**config.mk**
```make
export PLATFORM = sky130hd
export DESIGN_NAME = supply_sequencer
export DESIGN_NICKNAME = d
export VERILOG_FILES = /design/src/rtl/supply_seq_pkg.sv /design/src/rtl/sync_debounce.sv /design/src/rtl/supply_sequencer.sv
export SDC_FILE = /design/constraint.sdc
export NUM_CORES = 1
export LEC_CHECK = 0
export CORE_MARGIN = 2
export CORE_UTILIZATION = 62
export CTS_BUF_LIST = sky130_fd_sc_hd__clkbuf_4
export DETAILED_ROUTE_END_ITERATION = 8
export PLACE_DENSITY = 0.95
export SKIP_CTS_REPAIR_TIMING = 1
export SLEW_MARGIN = 0
export SYNTH_ARGS = -nofsm -noshare
export SYNTH_HDL_FRONTEND = slang
export SYNTH_SLANG_ARGS = --single-unit
```
**constraint.sdc**
```tcl
create_clock -name clk -period 4.2 [get_ports clk]
set_input_delay 1.26 -clock clk [delete_from_list [all_inputs] [get_ports clk]]
set_output_delay 1.26 -clock clk [all_outputs]
set_load 0.02 [all_outputs]
```
**src/rtl/supply_seq_pkg.sv**
```systemverilog
// Shared types for the LT1185 supply sequencer: FSM state encoding, which is
// also the status readback value, plus a small elaboration helper.
package supply_seq_pkg;

    localparam int STATE_W = 3;

    typedef enum logic [STATE_W-1:0] {
        ST_OFF        = 3'd0,
        ST_WAIT_VIN   = 3'd1,
        ST_RAMP       = 3'd2,
        ST_ON         = 3'd3,
        ST_FAULT      = 3'd4,
        ST_RETRY_WAIT = 3'd5
    } state_t;

    function automatic int max_int(input int a, input int b);
        return (a > b) ? a : b;
    endfunction

endpackage

```
**src/rtl/sync_debounce.sv**
```systemverilog
// Two-flop synchronizer followed by a debouncer: the output only follows the
// synchronized input after DEBOUNCE_CYCLES consecutive differing cycles.
module sync_debounce #(
    parameter int DEBOUNCE_CYCLES = 16
) (
    input  logic clk,
    input  logic reset,
    input  logic din,
    output logic dout
);

    localparam int CW = (DEBOUNCE_CYCLES > 2) ? $clog2(DEBOUNCE_CYCLES) : 1;
    localparam logic [CW-1:0] CNT_LAST = CW'(DEBOUNCE_CYCLES - 1);

    logic [1:0]    sync_q;
    logic [CW-1:0] cnt_q;
    logic          db_q;

    always_ff @(posedge clk) begin
        if (reset) begin
            sync_q <= 2'b00;
            cnt_q  <= '0;
            db_q   <= 1'b0;
        end else begin
            sync_q <= {sync_q[0], din};
            // Any cycle that agrees with the current flag restarts the count.
            if (sync_q[1] == db_q) begin
                cnt_q <= '0;
            end else if (cnt_q == CNT_LAST) begin
                db_q  <= sync_q[1];
                cnt_q <= '0;
            end else begin
                cnt_q <= cnt_q + 1'b1;
            end
        end
    end

    assign dout = db_q;

endmodule

```
**src/rtl/supply_sequencer.sv**
```systemverilog
// Enable/supervisor FSM for the LT1185 5 V regulator: debounced VIN/VOUT
// monitoring, ramp timeout, optional bounded retry (SUPPLY_SEQ_RETRY_EN).
//
// state      | meaning
// OFF        | rail off, idle
// WAIT_VIN   | rail requested, waiting for regulator input supply
// RAMP       | regulator enabled, waiting for VOUT inside window
// ON         | rail up and stable, power good
// FAULT      | regulator off, fault reported
// RETRY_WAIT | regulator off, timing the off-period before a retry
module supply_sequencer
    import supply_seq_pkg::*;
#(
    parameter int DEBOUNCE_CYCLES = 16,
    parameter int RAMP_TIMEOUT    = 1024,
    parameter int RETRY_DELAY     = 4096,
    parameter int MAX_RETRIES     = 3
) (
    input  logic                clk,
    input  logic                reset,
    input  logic                enable_req,
    input  logic                vin_ok,
    input  logic                vout_ok,
    input  logic                fault_clr,
    output logic                reg_en,
    output logic                pwr_good,
    output logic                fault,
    output logic [STATE_W-1:0]  state,
    output logic [1:0]          retry_cnt
);

    localparam int TIMER_TOP = max_int(RAMP_TIMEOUT, RETRY_DELAY);
    localparam int TW        = (TIMER_TOP > 2) ? $clog2(TIMER_TOP) : 1;

    localparam logic [TW-1:0] TIMER_MAX   = '1;
    localparam logic [TW-1:0] RAMP_LAST   = TW'(RAMP_TIMEOUT - 1);
    localparam logic [1:0]    RETRY_LIMIT = 2'(MAX_RETRIES);
`ifdef SUPPLY_SEQ_RETRY_EN
    localparam logic [TW-1:0] RETRY_LAST  = TW'(RETRY_DELAY - 1);
`endif

    state_t        state_q;
    state_t        state_d;
    logic [TW-1:0] timer_q;
    logic [1:0]    retry_q;
    logic          retry_inc;
    logic          retry_clr;
    logic          vin_db;
    logic          vout_db;

    sync_debounce #(
        .DEBOUNCE_CYCLES (DEBOUNCE_CYCLES)
    ) u_vin_db (
        .clk   (clk),
        .reset (reset),
        .din   (vin_ok),
        .dout  (vin_db)
    );

    sync_debounce #(
        .DEBOUNCE_CYCLES (DEBOUNCE_CYCLES)
    ) u_vout_db (
        .clk   (clk),
        .reset (reset),
        .din   (vout_ok),
        .dout  (vout_db)
    );

    always_ff @(posedge clk) begin
        if (reset) begin
            state_q <= ST_OFF;
        end else begin
            state_q <= state_d;
        end
    end

    // Priority: fault_clr, then enable_req low, then fault/timeout, then progress.
    always_comb begin
        state_d   = state_q;
        retry_inc = 1'b0;
        retry_clr = 1'b0;
        case (state_q)
            ST_OFF: begin
                if (enable_req) begin
                    state_d = ST_WAIT_VIN;
                end
            end
            ST_WAIT_VIN: begin
                if (!enable_req) begin
                    state_d = ST_OFF;
                end else if (vin_db) begin
                    state_d = ST_RAMP;
                end
            end
            ST_RAMP: begin
                if (!enable_req) begin
                    state_d = ST_OFF;
                end else if (timer_q == RAMP_LAST) begin
                    state_d = ST_FAULT;
                end else if (vout_db) begin
                    state_d = ST_ON;
                end
            end
            ST_ON: begin
                if (!enable_req) begin
                    state_d = ST_OFF;
                end else if (!vin_db || !vout_db) begin
                    state_d = ST_FAULT;
                end
            end
            ST_FAULT: begin
                if (fault_clr) begin
                    state_d   = ST_OFF;
                    retry_clr = 1'b1;
                end
`ifdef SUPPLY_SEQ_RETRY_EN
                else if (retry_q < RETRY_LIMIT) begin
                    state_d = ST_RETRY_WAIT;
                end
`endif
            end
            ST_RETRY_WAIT: begin
`ifdef SUPPLY_SEQ_RETRY_EN
                if (fault_clr) begin
                    state_d   = ST_OFF;
                    retry_clr = 1'b1;
                end else if (timer_q == RETRY_LAST) begin
                    state_d   = ST_WAIT_VIN;
                    retry_inc = 1'b1;
                end
`else
                state_d = ST_FAULT;
`endif
            end
            default: begin
                state_d = ST_FAULT;
            end
        endcase
    end

    // Shared timer: restarts on every state change and holds at full scale.
    always_ff @(posedge clk) begin
        if (reset) begin
            timer_q <= '0;
        end else if (state_d != state_q) begin
            timer_q <= '0;
        end else if (timer_q != TIMER_MAX) begin
            timer_q <= timer_q + 1'b1;
        end
    end

    always_ff @(posedge clk) begin
        if (reset || retry_clr) begin
            retry_q <= 2'b00;
        end else if (retry_inc && (retry_q != RETRY_LIMIT)) begin
            retry_q <= retry_q + 1'b1;
        end
    end

    always_comb begin
        reg_en   = 1'b0;
        pwr_good = 1'b0;
        fault    = 1'b0;
        case (state_q)
            ST_RAMP: begin
                reg_en = 1'b1;
            end
            ST_ON: begin
                reg_en   = 1'b1;
                pwr_good = 1'b1;
            end
            ST_FAULT, ST_RETRY_WAIT: begin
                fault = 1'b1;
            end
            default: begin
                reg_en = 1'b0;
            end
        endcase
    end

    assign state     = state_q;
    assign retry_cnt = retry_q;

endmodule

```
After elaboration in Yosys (flattened, before gate mapping)
Index checks and enable logic that the tools add are counted.
- bits of input ports: 6
- logic and storage cells: 49
- output and inout bits: 8
- register bits: 29
- muxes and demuxes: 13
- add/sub/neg operators: 3
- bitwise operators: 2
- equality and inequality tests: 12
- reduce and logical (&&, ||, !) cells: 11
- operators with widths (cell ; number):
    $mux 3 ; 9
    $pmux 3 s5 ; 1
    $add 12x1->12 const B ; 1
    $eq 12x10->1 const B ; 1
    $ne 12x12->1 const B ; 1
    $add 4x1->4 const B ; 2
    $eq 4x4->1 const B ; 2
    $eq 3x2->1 const B ; 2
    $eq 3x3->1 const B ; 2
    $reduce_or 2->1 ; 3
    $reduce_or 3->1 ; 2
    $reduce_and 2->1 ; 2
    $eq 3x1->1 const B ; 1
    $logic_not 3->1 ; 1
    $mux 1 ; 3
    $ne 3x3->1 ; 1
    $eq 1x1->1 ; 2
    $logic_not 1->1 ; 2
    $not 1->1 ; 2
    $logic_or 1x1->1 ; 1

Longest topological paths before layout
Gate-level depths: netlist of run 1.
- depth in word-level cells: 7
- mapped depth: 7
- depth with buffers taken out: 6

Hierarchy
Synthesis of run 1 repeated with hierarchy kept, for this count alone.
- cells, all modules: 155
- area, all modules: 1380.1 um2
- modules (own cells, without submodules) (module ; area an instance (um2) ; seq. area each (um2) ; cells each ; instances):
    supply_sequencer ; 884.6 ; 300.3 ; 109 ; 1
    sync_debounce ; 247.7 ; 140.1 ; 23 ; 2

Least setup slack after synthesis of run 1
Ideal clock, no wire load.
- path type: register to output
- start: register state_q[1] (netlist: state[1])
- end: output pwr_good
- required time: 2.940 ns
- arrival: 1.166 ns
- setup slack: 1.774 ns
- cell stages (with the launch flop): 3
- path buffers: 0
- cells stage by stage: dfxtp_1 inv_1 nor3_1
- cells in the longest elaborated chain, start to end: 2
- RTL lines (item ; line ; text):
    start: declaration ; supply_sequencer.sv:42 ; state_t state_q;
    start signal: assignment ; supply_sequencer.sv:73 ; state_q <= state_d;
    $eq 3x2->1 ; supply_sequencer.sv:164 ; case (state_q)
    $mux 1 ; supply_sequencer.sv:164 ;
    end: declaration ; supply_sequencer.sv:26 ; output logic pwr_good,
Every way passes these cells.

Worst setup path after layout of run 1
- start: register state_q[0] (netlist: state[0])
- end: output pwr_good
Same word-level chain as after synthesis.

==> flow_summary.toml, run 1 <==
[floorplanning]
die_h_um = 51.84
die_area_um2 = 2687
die_x_um = 51.84
rows = 17
start_util_pct = 64.76
io_pins = 14
core_area_um2 = 2191

[drt]
drcViolationCount = 0
drt_iter0_markers = 39
drt-pass1-iter-count = 4
via_count = 1143
vias_per_cell = 5.892
ant_nets = 0
wl_per_cell_um = 13.51
routed_wl_um = 2621

[power]
p_int_mw = 0.3499
p_switching_mw = 0.1111
powerDensity_nw_per_um2 = 296.0
power.share.clock_pct = 33.1
comb_power_share_pct = 5.5
swShare_pct = 24.10
ir_drop_uv = 210.8
share_seq_of_total_power_pct = 61.4
p_leak_nw = 0.5447

[global_routing]
antenna_found_initial = 0
grt_util_met1_pct = 26.23
grt_pass1_vias = 1050
gr-usage-met2_pct = 40.08
track_usage_pct = 23.64
grt_max_degree = 13
gr-total-overflow = 0
grt_pass1_wl_um = 4567
grt_use_met3_pct = 8.621
grt.busiest_layer = "met2"

[setup_path]
crit_arrival_ns = 1.80
cp.required_ns = 2.94
end_kind = "output port"
crit_type = "register to output port"
worstPathMaxFanout = 10
worstSetupStartpointType = "register"

[synthesis]
synthMostInstantiatedCell = "dfxtp_1"
synthCells = 153
ys_top_cells_by_area = "dfxtp_1, xnor2_1, nor2_1, nor3_1, nor2b_1"
synth.cell_area_um2 = 1419
synth_top_cells_by_count = "dfxtp_1, nor2_1, nor3_1, xnor2_1, nand3_1"
synth-seq-cells = 29
synth_edf_count = 0
synth_warnings = 0
seq_area_frac_synth_pct = 40.92
synth.largest_area_cell = "dfxtp_1"
yosys.area.top_type_share_pct = 40.92
synth_flop_cell = "dfxtp_1"
synth.distinct_cells = 39
syn_avg_cell_area_um2 = 9.274
async_flop_share_pct = 0

[timing]
rsz0062_at_grt = "no"
setup_viol = 0
final_hold_viol_count = 0
slew_violations = 0
fmax_mhz = 327.1
tns_ns = 0
finalClockSkew_ns = 0.01266
period_minus_slack_ns = 3.058
tightest_slew_ns = 1.042
relSlewSlack_pct = 29.94
final.period_utilization_pct = 72.80

[place]
dp_hpwl_um = 1940
port_buffers = 11
gp_congestion = 0.8377

[cts]
numCtsBuffers = 5
cts_tree = "done"
cts.sinks = 29
insertion_delay_ns = 0.33
clockBufferDepth = 2
h-tree-depth = 2
cts.clk_slew.worst_paths_ns = 0.09
root_buffer = "clkbuf_4"

[job]
maxCapViolations = 0

[cells_and_area]
drive_gt1_share_pct = 10.24
nets = 174
diodes = 0
syn_to_final_growth_pct = 9.788
n_fill_cell = 181
final_util_pct = 71.10

[worst_hold_path]
min-delay-path-class = "register to register"

[run_status]
status = "finished clean"
cell usage in the layout (no fill, tap or decap), types with 2 or more instances in the layout:
master           count
dfxtp_1             29
nor2_1              20
nor3_1              15
clkdlybuf4s50_1     11
xnor2_1             10
nand3_1              8
nor2b_1              7
nand2_1              7
nand4_1              5
clkbuf_4             5
inv_1                4
mux2i_1              4
and3_1               4
o21ai_0              3
xor2_1               3
ha_1                 3
a21oi_1              2
or3_1                2
a2111oi_1            2
conb_1               2
clkinv_1             2
logic make-up (layout without fill, tap and decap cells):
kind of cell,Yosys count,count (layout),share of synthesized area (%)
xor gates and xnor gates,13,13,8.025
muxes,4,4,2.822
AOI/OAI and AO/OA,16,16,9.083
DFF,29,29,40.92
and+or+nand+nor,76,76,30.95
other,1,2,0.2643
buffers and inverters,11,23,5.290
adders and majority gates,3,3,2.646
final timing paths:
check	startpoint	to	slack [ns]	depth (start not counted)
setup / recovery	state[0]	pwr_good	1.14	3
hold / removal	u_vout_db.sync_q[0]	u_vout_db.sync_q[1]	0.45	1
setup reg to reg	timer_q[0]	timer_q[7]	1.82	5
hold reg to reg	u_vout_db.sync_q[0]	u_vout_db.sync_q[1]	0.45	1
per-layer routing:
layer | part of all wire (%) | wire length, µm
met1 | 42 | 1102
met4 | 1.4 | 37
met2 | 52 | 1363
met5 | 0 | 0
met3 | 4.5 | 118
flip-flops by register name, indices dropped and copies added, names as in the netlist:
register and count:
u_vin_db.sync_q 2, u_vout_db.cnt_q 4, state 3, u_vout_db.dout 1
u_vin_db.dout 1, u_vin_db.cnt_q 4, u_vout_db.sync_q 2, timer_q 12
metrics by stage:
step | hold WS, ns | std cells | power, mW | worst slack, ns | area, µm²
final | 0.4488 | 194 | 0.4610 | 1.142 | 1558
after global routing | 0.4693 | 194 | 0.4825 | 1.066 | 1558
after CTS | 0.4498 | 194 | 0.4651 | 1.168 | 1558
after detailed placement | 0.4292 | 186 | 0.3150 | 1.116 | 1508
after global placement | 0.4182 | 186 | 0.3128 | 1.215 | 1508
after floorplan | 0.4138 | 154 | 0.3101 | 1.774 | 1423
power groups by stage:
stage	registers, mW	logic, mW	clock network, mW
finish	0.283	0.0254	0.153
global route	0.284	0.0284	0.170
CTS	0.283	0.0257	0.156
detailed placement	0.289	0.0257	0
global placement	0.289	0.0238	0
floorplan	0.289	0.0216	0
cell type report:
cell class	instances	area, µm²	area share [%]
multi-input cells	114	767.0	49.24
flip-flops and latches	29	580.6	37.27
repair buffers	11	110.1	7.068
clock buffers	5	37.54	2.410
well taps	28	35.03	2.249
inverters	4	15.01	0.9639
clock inverters	3	12.51	0.8032
critical path: stages (launching register included):
cell	delay, ns
dfxtp_1	0.53
inv_1	0.11
nor3_1	0.20
clkdlybuf4s50_1	0.63
(Power assumes the default switching activity.)
==> inputs of run 2 (changes only) <==
CORE_UTILIZATION = 52   (was 62)
PLACE_DENSITY = 0.88   (was 0.95)
clock period = 2.6 ns   (was 4.2 ns; I/O delays follow)
==> flow_summary.toml, run 2 (synthesis results as in run 1) <==
[cells_and_area]
regMostFlops = "timer_q"
stdcell_count = 199
drive_gt1_share_pct = 13.61
final_util_pct = 63.99
nets = 177
final_common_cell = "dfxtp_1"
largest_reg_flops = 12
largestRegisters = "timer_q: 12 flops, u_vin_db.cnt_q: 4 flops, u_vout_db.cnt_q: 4 flops"
layout_common_cells = "dfxtp_1, nor2_1, nor3_1, clkdlybuf4s50_1, xnor2_1"
diodes = 0
syn_to_final_growth_pct = 13.76
postLayoutCellArea_um2 = 1614

[timing]
final_hold_viol_count = 0
finalClockSkew_ns = 0.007585
final.period_utilization_pct = 94.18
tns_ns = 0
setup_viol = 0
rsz0062_at_grt = "no"
fmax_mhz = 408.4
whs_ns = 0.4508
period_minus_slack_ns = 2.449
setup_ws_ns = 0.1513
slew_violations = 0

[cts]
h-tree-depth = 2
numCtsBuffers = 5
cts.sinks = 29
insertion_delay_ns = 0.32
cts_tree = "done"
root_buffer = "clkbuf_4"
cts.clk_slew.worst_paths_ns = 0.09
clockBufferDepth = 2

[power]
p_leak_nw = 0.5739
powerDensity_nw_per_um2 = 536.3
comb_power_share_pct = 5.1
power_mw = 0.8656
ir_drop_uv = 530.4
share_seq_of_total_power_pct = 52.9
swShare_pct = 21.29
p_int_mw = 0.6813
power.share.clock_pct = 42.1
p_switching_mw = 0.1843

[setup_path]
crit_type = "register to output port"
worstPathMaxFanout = 8
reg2reg_to = "timer_q[7]"
cp.required_ns = 1.82
crit_start = "state[1]"
worstSetupStartpointType = "register"
end_kind = "output port"
rr_startpoint = "timer_q[0]"
ff2ff_path_depth = 7
crit_arrival_ns = 1.67
regToRegSetupSlack_ns = 0.25

[drt]
drt_iter0_markers = 37
ant_nets = 0
drt-pass1-iter-count = 4
via_count = 1144
wl_per_cell_um = 13.53
drcViolationCount = 0
routed_wl_um = 2693
vias_per_cell = 5.749

[worst_hold_path]
min-delay-path-class = "register to register"
min_to = "u_vin_db.sync_q[1]"
min-delay-start = "u_vin_db.sync_q[0]"
holdPathStages = 1

[floorplanning]
io_pins = 14
die_x_um = 56.24
die_area_um2 = 3162
start_util_pct = 56.25
die_h_um = 56.24
core_area_um2 = 2522
rows = 18

[place]
dp_cells = 191
dpl-instance-area_um2 = 1533
dp_hpwl_um = 2001
port_buffers = 11
gp_congestion = 0.8890
dp_slack_ns = 0.1938

[run_status]
status = "finished clean"

[global_routing]
track_usage_pct = 18.38
grt_pass1_wl_um = 4547
gr-total-overflow = 0
antenna_found_initial = 0
grt_pass1_vias = 1108
grt_max_degree = 13

[job]
maxCapViolations = 0
run 2: cell types whose count changed in the layout (fill, tap and decap cells not counted):
cell / change
buf_4: +3
clkinv_2: -1
dfxtp_2: +2
dfxtp_1: -2
clkinv_1: -1
clkbuf_4: +1
bufinv_16: +1
run 2: critical path: stages, from the launching register on:
cell and delay [ns]:
dfxtp_2 0.41, inv_1 0.15, nor3_1 0.16, clkdlybuf4s50_1 0.63
run 2: power groups by stage:
stage          combinational, mW  clock (mW)  sequential [mW]
6_report                  0.0439       0.364            0.457
4_1_cts                   0.0441       0.368            0.457
2_1_floorplan             0.0349           0            0.466
3_5_place_dp              0.0438           0            0.468
5_1_grt                   0.0487       0.388            0.458
3_3_place_gp              0.0417           0            0.467
run 2: area by class of cell:
| cell class | count | area [µm²] |
|---|---|---|
| Clock buffer | 6 | 45.04 |
| Clock inverter | 2 | 33.78 |
| Fill cell | 202 | 908.4 |
| Inverter | 4 | 15.01 |
| Multi-Input combinational cell | 114 | 767.0 |
| Sequential cell | 29 | 583.1 |
| Tap cell | 30 | 37.54 |
| Timing Repair Buffer | 14 | 132.6 |
run 2: how the worst max path moves through the flow:
| stage | to | slack (ns) | cells after the start |
|---|---|---|---|
| after global placement | timer_q[10] | 0.30 | 5 |
| after CTS | pwr_good | 0.04 | 3 |
| after detailed placement | timer_q[7] | 0.19 | 5 |
| after floorplan | timer_q[2] | 0.55 | 7 |
| final | pwr_good | 0.15 | 3 |
| after global routing | pwr_good | 0.08 | 3 |
run 2: metal layers:
layer / wire length, µm / part of all wire (%) / up-vias / track usage [%]
li1: - / - / 569 / -
met1: 1121 / 42 / 539 / 20.78
met2: 1415 / 53 / 29 / 30.92
met3: 110 / 4.1 / 7 / 5.116
met4: 45 / 1.7 / 0 / 10.20
met5: 0 / 0 / - / 0
